File: config.mk
export PLATFORM = sky130hd
export DESIGN_NAME = mitchell_operand_encoder
export DESIGN_NICKNAME = d
export VERILOG_FILES = /design/src/rtl/mitchell_operand_encoder.sv
export SDC_FILE = /design/constraint.sdc
export NUM_CORES = 1
export LEC_CHECK = 0
export CAP_MARGIN = 10
export CORE_MARGIN = 2
export CORE_UTILIZATION = 55
export CTS_BUF_LIST = sky130_fd_sc_hd__clkbuf_16
export DETAILED_ROUTE_END_ITERATION = 16
export DONT_BUFFER_PORTS = 1
export PLACE_DENSITY = 0.7
export SLEW_MARGIN = 20
export SYNTH_ARGS = -nofsm -noshare
export SYNTH_HDL_FRONTEND = slang
export SYNTH_SLANG_ARGS = --single-unit
File: constraint.sdc
create_clock -name clk -period 3.8 [get_ports clk]
set_input_delay 0.57 -clock clk [delete_from_list [all_inputs] [get_ports clk]]
set_output_delay 0.57 -clock clk [all_outputs]
set_load 0.005 [all_outputs]
File: src/rtl/mitchell_operand_encoder.sv
// Two-stage operand front-end for a Mitchell log multiplier: stage 1 finds the
// leading-one index and zero flag, stage 2 left-justifies the fraction below it.
module mitchell_operand_encoder #(
  parameter int A_BW = 32,
  parameter int B_BW = 32,
  localparam int AKW = $clog2(A_BW),
  localparam int BKW = $clog2(B_BW)
) (
  input  logic            clk,
  input  logic            rst_n,
  input  logic            in_valid,
  output logic            in_ready,
  input  logic [A_BW-1:0] A,
  input  logic [B_BW-1:0] B,
  output logic            out_valid,
  input  logic            out_ready,
  output logic [AKW-1:0]  k_1,
  output logic [BKW-1:0]  k_2,
  output logic [A_BW-1:0] x_1,
  output logic [B_BW-1:0] x_2,
  output logic            A_zero_flag,
  output logic            B_zero_flag
);

  // Handshake: a transfer happens on a rising edge where valid and ready are
  // both high; valid and its data hold steady until that transfer completes.
  logic s1_valid;
  logic s2_valid;
  logic s1_advance;
  logic s2_advance;
  logic accept;

  assign s2_advance = !s2_valid || out_ready;
  assign s1_advance = s1_valid && s2_advance;
  assign in_ready   = !s1_valid || s2_advance;
  assign accept     = in_valid && in_ready;
  assign out_valid  = s2_valid;

  // Stage 1 combinational: leading-one priority encoders on the raw inputs.
  logic [AKW-1:0] a_k;
  logic [BKW-1:0] b_k;
  logic           a_zero;
  logic           b_zero;

  always_comb begin
    a_k    = '0;
    a_zero = (A == '0);
    for (int i = 0; i < A_BW; i++) begin
      if (A[i]) a_k = AKW'(i);
    end
  end

  always_comb begin
    b_k    = '0;
    b_zero = (B == '0);
    for (int i = 0; i < B_BW; i++) begin
      if (B[i]) b_k = BKW'(i);
    end
  end

  logic [A_BW-1:0] s1_a;
  logic [B_BW-1:0] s1_b;
  logic [AKW-1:0]  s1_ka;
  logic [BKW-1:0]  s1_kb;
  logic            s1_za;
  logic            s1_zb;

  always_ff @(posedge clk or negedge rst_n) begin
    if (!rst_n) begin
      s1_valid <= 1'b0;
      s1_a     <= '0;
      s1_b     <= '0;
      s1_ka    <= '0;
      s1_kb    <= '0;
      s1_za    <= 1'b0;
      s1_zb    <= 1'b0;
    end else begin
      if (accept) begin
        s1_valid <= 1'b1;
        s1_a     <= A;
        s1_b     <= B;
        s1_ka    <= a_k;
        s1_kb    <= b_k;
        s1_za    <= a_zero;
        s1_zb    <= b_zero;
      end else if (s1_advance) begin
        s1_valid <= 1'b0;
      end
    end
  end

  // Shift by (BW-k) split into (BW-1-k) then 1 so the amount always fits in
  // k's width; k=0 therefore drops every bit, giving x=0 for operands 0 and 1.
  logic [AKW-1:0]  a_shamt;
  logic [BKW-1:0]  b_shamt;
  logic [A_BW-1:0] a_frac;
  logic [B_BW-1:0] b_frac;

  assign a_shamt = AKW'(A_BW - 1) - s1_ka;
  assign b_shamt = BKW'(B_BW - 1) - s1_kb;
  assign a_frac  = (s1_a << a_shamt) << 1;
  assign b_frac  = (s1_b << b_shamt) << 1;

  always_ff @(posedge clk or negedge rst_n) begin
    if (!rst_n) begin
      s2_valid    <= 1'b0;
      k_1         <= '0;
      k_2         <= '0;
      x_1         <= '0;
      x_2         <= '0;
      A_zero_flag <= 1'b0;
      B_zero_flag <= 1'b0;
    end else begin
      if (s1_advance) begin
        s2_valid    <= 1'b1;
        k_1         <= s1_ka;
        k_2         <= s1_kb;
        x_1         <= a_frac;
        x_2         <= b_frac;
        A_zero_flag <= s1_za;
        B_zero_flag <= s1_zb;
      end else if (out_ready) begin
        s2_valid <= 1'b0;
      end
    end
  end

endmodule

==> results.md <==
- The flow ran to the end, but the final reports show violations.
- The final reports fail on hold timing.
- The most common cell after layout, fill and taps aside is sky130_fd_sc_hd__nand2_1.
- Traced cell by cell, the critical path runs through inv_1 > mux4_2 > nor2_1 > a21oi_1 > nor3_1 > a211o_1.
- The final instance area is 9540 sq um.
- The maximum clock frequency is 376 MHz.
- For this run, the post-layout net count is 1,032.
- Counting the fill cells in the layout gives 1,443.
- Synthesis instantiated 57 different standard cells from the library.
- The die covers 17,300 sq um.
- The simple-gate share of the synthesized area is 19.3%.
- The number of DRC markers in iteration 0 is 839.
- The clock tree synthesis step divided the H-tree into 4 levels.
- The via count of the first global-routing pass was 7,083.
- Clock tree synthesis inserted a total of 17 buffers.
- In the routed design, unresolved DRC markers number 0.
- Once the floorplan was initialized, standard cells occupied 56.2% of the core.
- The number of synthesized register bits is 150.
- For the worst setup path, the data arrival time is 2970 ps.
- In this run the vertical extent of the chip is 131 um.
- The total congestion overflow is 0.
- The repair_antennas step left the layout with diodes totalling 0.
- The max-slew violation total from the final report is 0.
- Measured against the total synthesized area, the mux share comes to 18.3%.
- The leading area contributor after synthesis is sky130_fd_sc_hd__dfrtp_1.
- The worst setup path is launched from a register.
- The class of the most critical hold timing path is primary input to async pin.
- In this run the cell area measured after placement is 8990 sq um.
- Of the cells placed in the final design, the portion with a size suffix greater than 1 is 10.2%.
- Synthesis handed over a netlist of 999 instances.
- In this run the biggest area consumer among cell types represents 42.0% of the synthesized area.
- Across every metal layer, demand over resource in global routing totals 28.2%.
- The initialized floorplan defines 46 standard-cell rows.
- The area of the placeable core is 15,900 sq um.
- The share of synthesized flip-flops with an asynchronous set or reset is 100%.
- The later pin in the worst-skew pair is clocked with a latency of 420 ps.
- The final setup TNS is 0 ps.
- Clock skew on the completed layout was measured at 6.99 ps.
- The cell type of the slowest stage on the worst timing path is sky130_fd_sc_hd__dfrtp_1.
- The number of ports placed on the die boundary is 146.
- Gates resized during post-CTS repair numbered 0.
- Summing the areas of all fa, ha and maj instances in the mapped netlist gives 0% of the synthesized area.
- The routed length per placed instance is 20.2 um.
- The area growth from synthesis to layout is 6.74%.
- The first-pass detailed-route iteration total is 5.
- The worst relative slew slack is 38.0%.
- After synthesis, the cell types taking the most area are sky130_fd_sc_hd__dfrtp_1 42%, sky130_fd_sc_hd__nand2_1 11%, sky130_fd_sc_hd__mux2i_1 7.2%, sky130_fd_sc_hd__mux4_2 6.8%, sky130_fd_sc_hd__o21ai_0 4.4%.
- The worst path needs 2660 ps of the cycle, external delays included.
- At the pin with the least slew margin, the transition time is 929 ps.
- Leaving out fill and tap cells, the most frequent cells in the layout are 271 x sky130_fd_sc_hd__nand2_1, 148 x sky130_fd_sc_hd__dfrtp_1, 79 x sky130_fd_sc_hd__o21ai_0.
- The critical path's largest stage delay is 950 ps.
- The sum of net half-perimeters after detailed placement is 17,500 um.
- The mean area per synthesized cell is 8.94 sq um.
- The flip-flop and latch area is 3760 sq um.
- The total power divided by cell area is 529 nW/um^2.
- Setup slack on the worst reg-to-reg path comes out at 1140 ps.
- The final route contains 7,553 vias.
- After detailed routing, no signal wire sits above met4.
- Wire segments on met2 add up to 9740 um in the final route.
- Once detail routing completed, the nets flagged for antenna violations numbered 0.
- The number of warnings printed during yosys synthesis is 0.
- The die is 131 um wide.
- The clock tree root driver cell is sky130_fd_sc_hd__clkbuf_16.
- Summing the areas of all compound-gate instances in the mapped netlist gives 15.8% of the synthesized area.
- Summing all multi-input logic gate instances after layout gives 4780 sq um.
- The max capacitance violation total is 0.
- The worst setup path is captured at a register.
- Port buffering added 0 buffers.
- Setup repair after global routing left no endpoint under its margin.
- The deepest clock path buffer count is 2.
- The total wire length after detailed routing is 24,100 um.
- The worst hold margin is -155 ps.
- Entering global routing, the biggest net connects 151 pins.
- The routed length on met3 is 2330 um.
- The number of hold-slack violations in the final timing report is 150.
- In this run the static leakage power is 4.36 nW.
- Data on the critical path is required at its endpoint by 4110 ps.
- The primary flip-flop cell chosen by synthesis mapping is sky130_fd_sc_hd__dfrtp_1.
- The wire length of the first global-routing pass is 39,200 um.
- Clock-pin slew was measured on the worst setup and hold paths at 60 ps.
- For this block, wires on met1 add up to 11,700 um.
- The number of antenna violations at the first check in global routing was 0.
- The final count of negative-setup-slack endpoints is 0.
- The xor and xnor fraction of the mapped netlist area is 0%.
- The maximum vdd ir drop is 0.371 mV.
- By area, the combinational part of the netlist is dominated by simple AND/OR/NAND/NOR gates.
- The count of flip-flops with a built-in enable after synthesis is 0.
- For this design, the sink count on the clock tree is 150.
- Dividing the detail-routed via count by the number of cells gives 6.33.
- Counting both buffers and inverters, the worst setup path holds a total of 1.
- The highest fanout seen on the critical path is 29.
- The ratio of final minimum period to clock period is 70.0%.
- The kind of cell adding the most delay to the critical path is flip-flops.
- The congestion estimate from routability-driven global placement came to 0.921.
- The fraction of the yosys area taken by sequential cells is 42.0%.
- The synthesized cell area is 8930 sq um.
- The category of the most critical setup path is register to register.
- The clock tree from TritonCTS is yes.
area by class of cell:
class / count / area share (%)
inverter: 20 / 0.787
clock inverter: 15 / 1.26
multi-input combinational: 761 / 50.2
sequential: 150 / 39.4
tap: 216 / 2.83
clock buffer: 17 / 4.46
timing repair buffer: 14 / 1.10
cells in the mapped netlist, types with 3 or more instances:
master and count:
sky130_fd_sc_hd__buf_4 6, sky130_fd_sc_hd__o21bai_1 3, sky130_fd_sc_hd__nor2b_1 4, sky130_fd_sc_hd__nand4_1 3, sky130_fd_sc_hd__a221oi_1 4, sky130_fd_sc_hd__a22oi_1 4
sky130_fd_sc_hd__buf_2 7, sky130_fd_sc_hd__buf_6 4, sky130_fd_sc_hd__and2_1 6, sky130_fd_sc_hd__a31oi_1 4, sky130_fd_sc_hd__mux2_2 25, sky130_fd_sc_hd__nand2_1 273
sky130_fd_sc_hd__nor2_1 72, sky130_fd_sc_hd__or4_1 3, sky130_fd_sc_hd__clkbuf_1 43, sky130_fd_sc_hd__dfrtp_1 150, sky130_fd_sc_hd__a21o_1 3, sky130_fd_sc_hd__buf_1 8
sky130_fd_sc_hd__mux4_2 27, sky130_fd_sc_hd__nand2b_1 7, sky130_fd_sc_hd__o311ai_0 6, sky130_fd_sc_hd__inv_1 19, sky130_fd_sc_hd__o22a_1 4, sky130_fd_sc_hd__a21oi_1 45
sky130_fd_sc_hd__a221o_1 4, sky130_fd_sc_hd__a22o_1 9, sky130_fd_sc_hd__o221ai_1 6, sky130_fd_sc_hd__o211ai_1 8, sky130_fd_sc_hd__nand3_1 11, sky130_fd_sc_hd__o31ai_1 9
sky130_fd_sc_hd__and3_1 4, sky130_fd_sc_hd__o21ai_0 79, sky130_fd_sc_hd__nor3_1 12, sky130_fd_sc_hd__mux2i_1 64, sky130_fd_sc_hd__nor4_1 17, sky130_fd_sc_hd__a211oi_1 6
sky130_fd_sc_hd__o22ai_1 5, sky130_fd_sc_hd__a32o_1 7
worst register-to-register path: stages, from the launching register on:
cell                      delay (ps)
sky130_fd_sc_hd__dfrtp_1         950
sky130_fd_sc_hd__inv_1           520
sky130_fd_sc_hd__mux4_2          500
sky130_fd_sc_hd__nor2_1           50
sky130_fd_sc_hd__a21oi_1         180
sky130_fd_sc_hd__nor3_1           70
sky130_fd_sc_hd__a211o_1         290
logic make-up (layout without fill, tap and decap cells):
| group | after synthesis | count (layout) |
|---|---|---|
| buf+inv | 89 | 66 |
| flops | 150 | 150 |
| compound gates | 220 | 220 |
| simple gates | 417 | 417 |
| mux | 122 | 122 |
| other cells | 1 | 2 |
final timing paths:
check | start | to | depth (start not counted)
max in group asynchronous | rst_n | s1_ka[0] | 0
min | rst_n | x_2[3] | 0
max | s1_ka[1] | x_1[31] | 6
min in group clk | B[30] | s1_kb[0] | 1
max reg2reg | s1_ka[1] | x_1[31] | 6
min reg2reg | s1_za | s1_za | 2
power breakdown:
part	leakage [nW]	switching [W]	internal (W)
combinational	2.28	0.000656	0.000566
clock	0.266	0.000634	0.000941
sequential	1.82	0.000346	0.00190
sequential cells by signal, indices dropped and copies added, names as in the netlist:
name	count
s1_a	31
s1_b	31
x_1	31
x_2	31
k_1	5
k_2	5
s1_ka	5
s1_kb	5
A_zero_flag	1
B_zero_flag	1
out_valid	1
s1_valid	1
s1_za	1
s1_zb	1
layer usage:
layer | vias to the layer above | global-route usage, %
met5 | - | 0
met4 | 0 | 7.49
met3 | 26 | 6.83
met2 | 354 | 37.1
met1 | 3669 | 45.8
li1 | 3504 | -
metrics by stage:
stage / std cells / hold WS [ps] / total power [W] / setup slack, ps / utilization (%)
2_1_floorplan: 1000 / 274 / 0.00313 / 1820 / -
3_3_place_gp: 1161 / 280 / 0.00344 / 1210 / 56.6
3_5_place_dp: 1161 / 280 / 0.00347 / 1180 / 56.6
4_1_cts: 1193 / -171 / 0.00505 / 1140 / 60.0
5_1_grt: 1193 / -167 / 0.00530 / 912 / 60.0
6_report: 1193 / -155 / 0.00504 / 1140 / 60.0
repair_timing:
item	4_1_cts	5_1_grt
endpoints found under the hold margin	150	150
endpoints found under the setup margin	0	0
buffers inserted	0	0
Note: power is estimated with default switching activity, not from simulation.
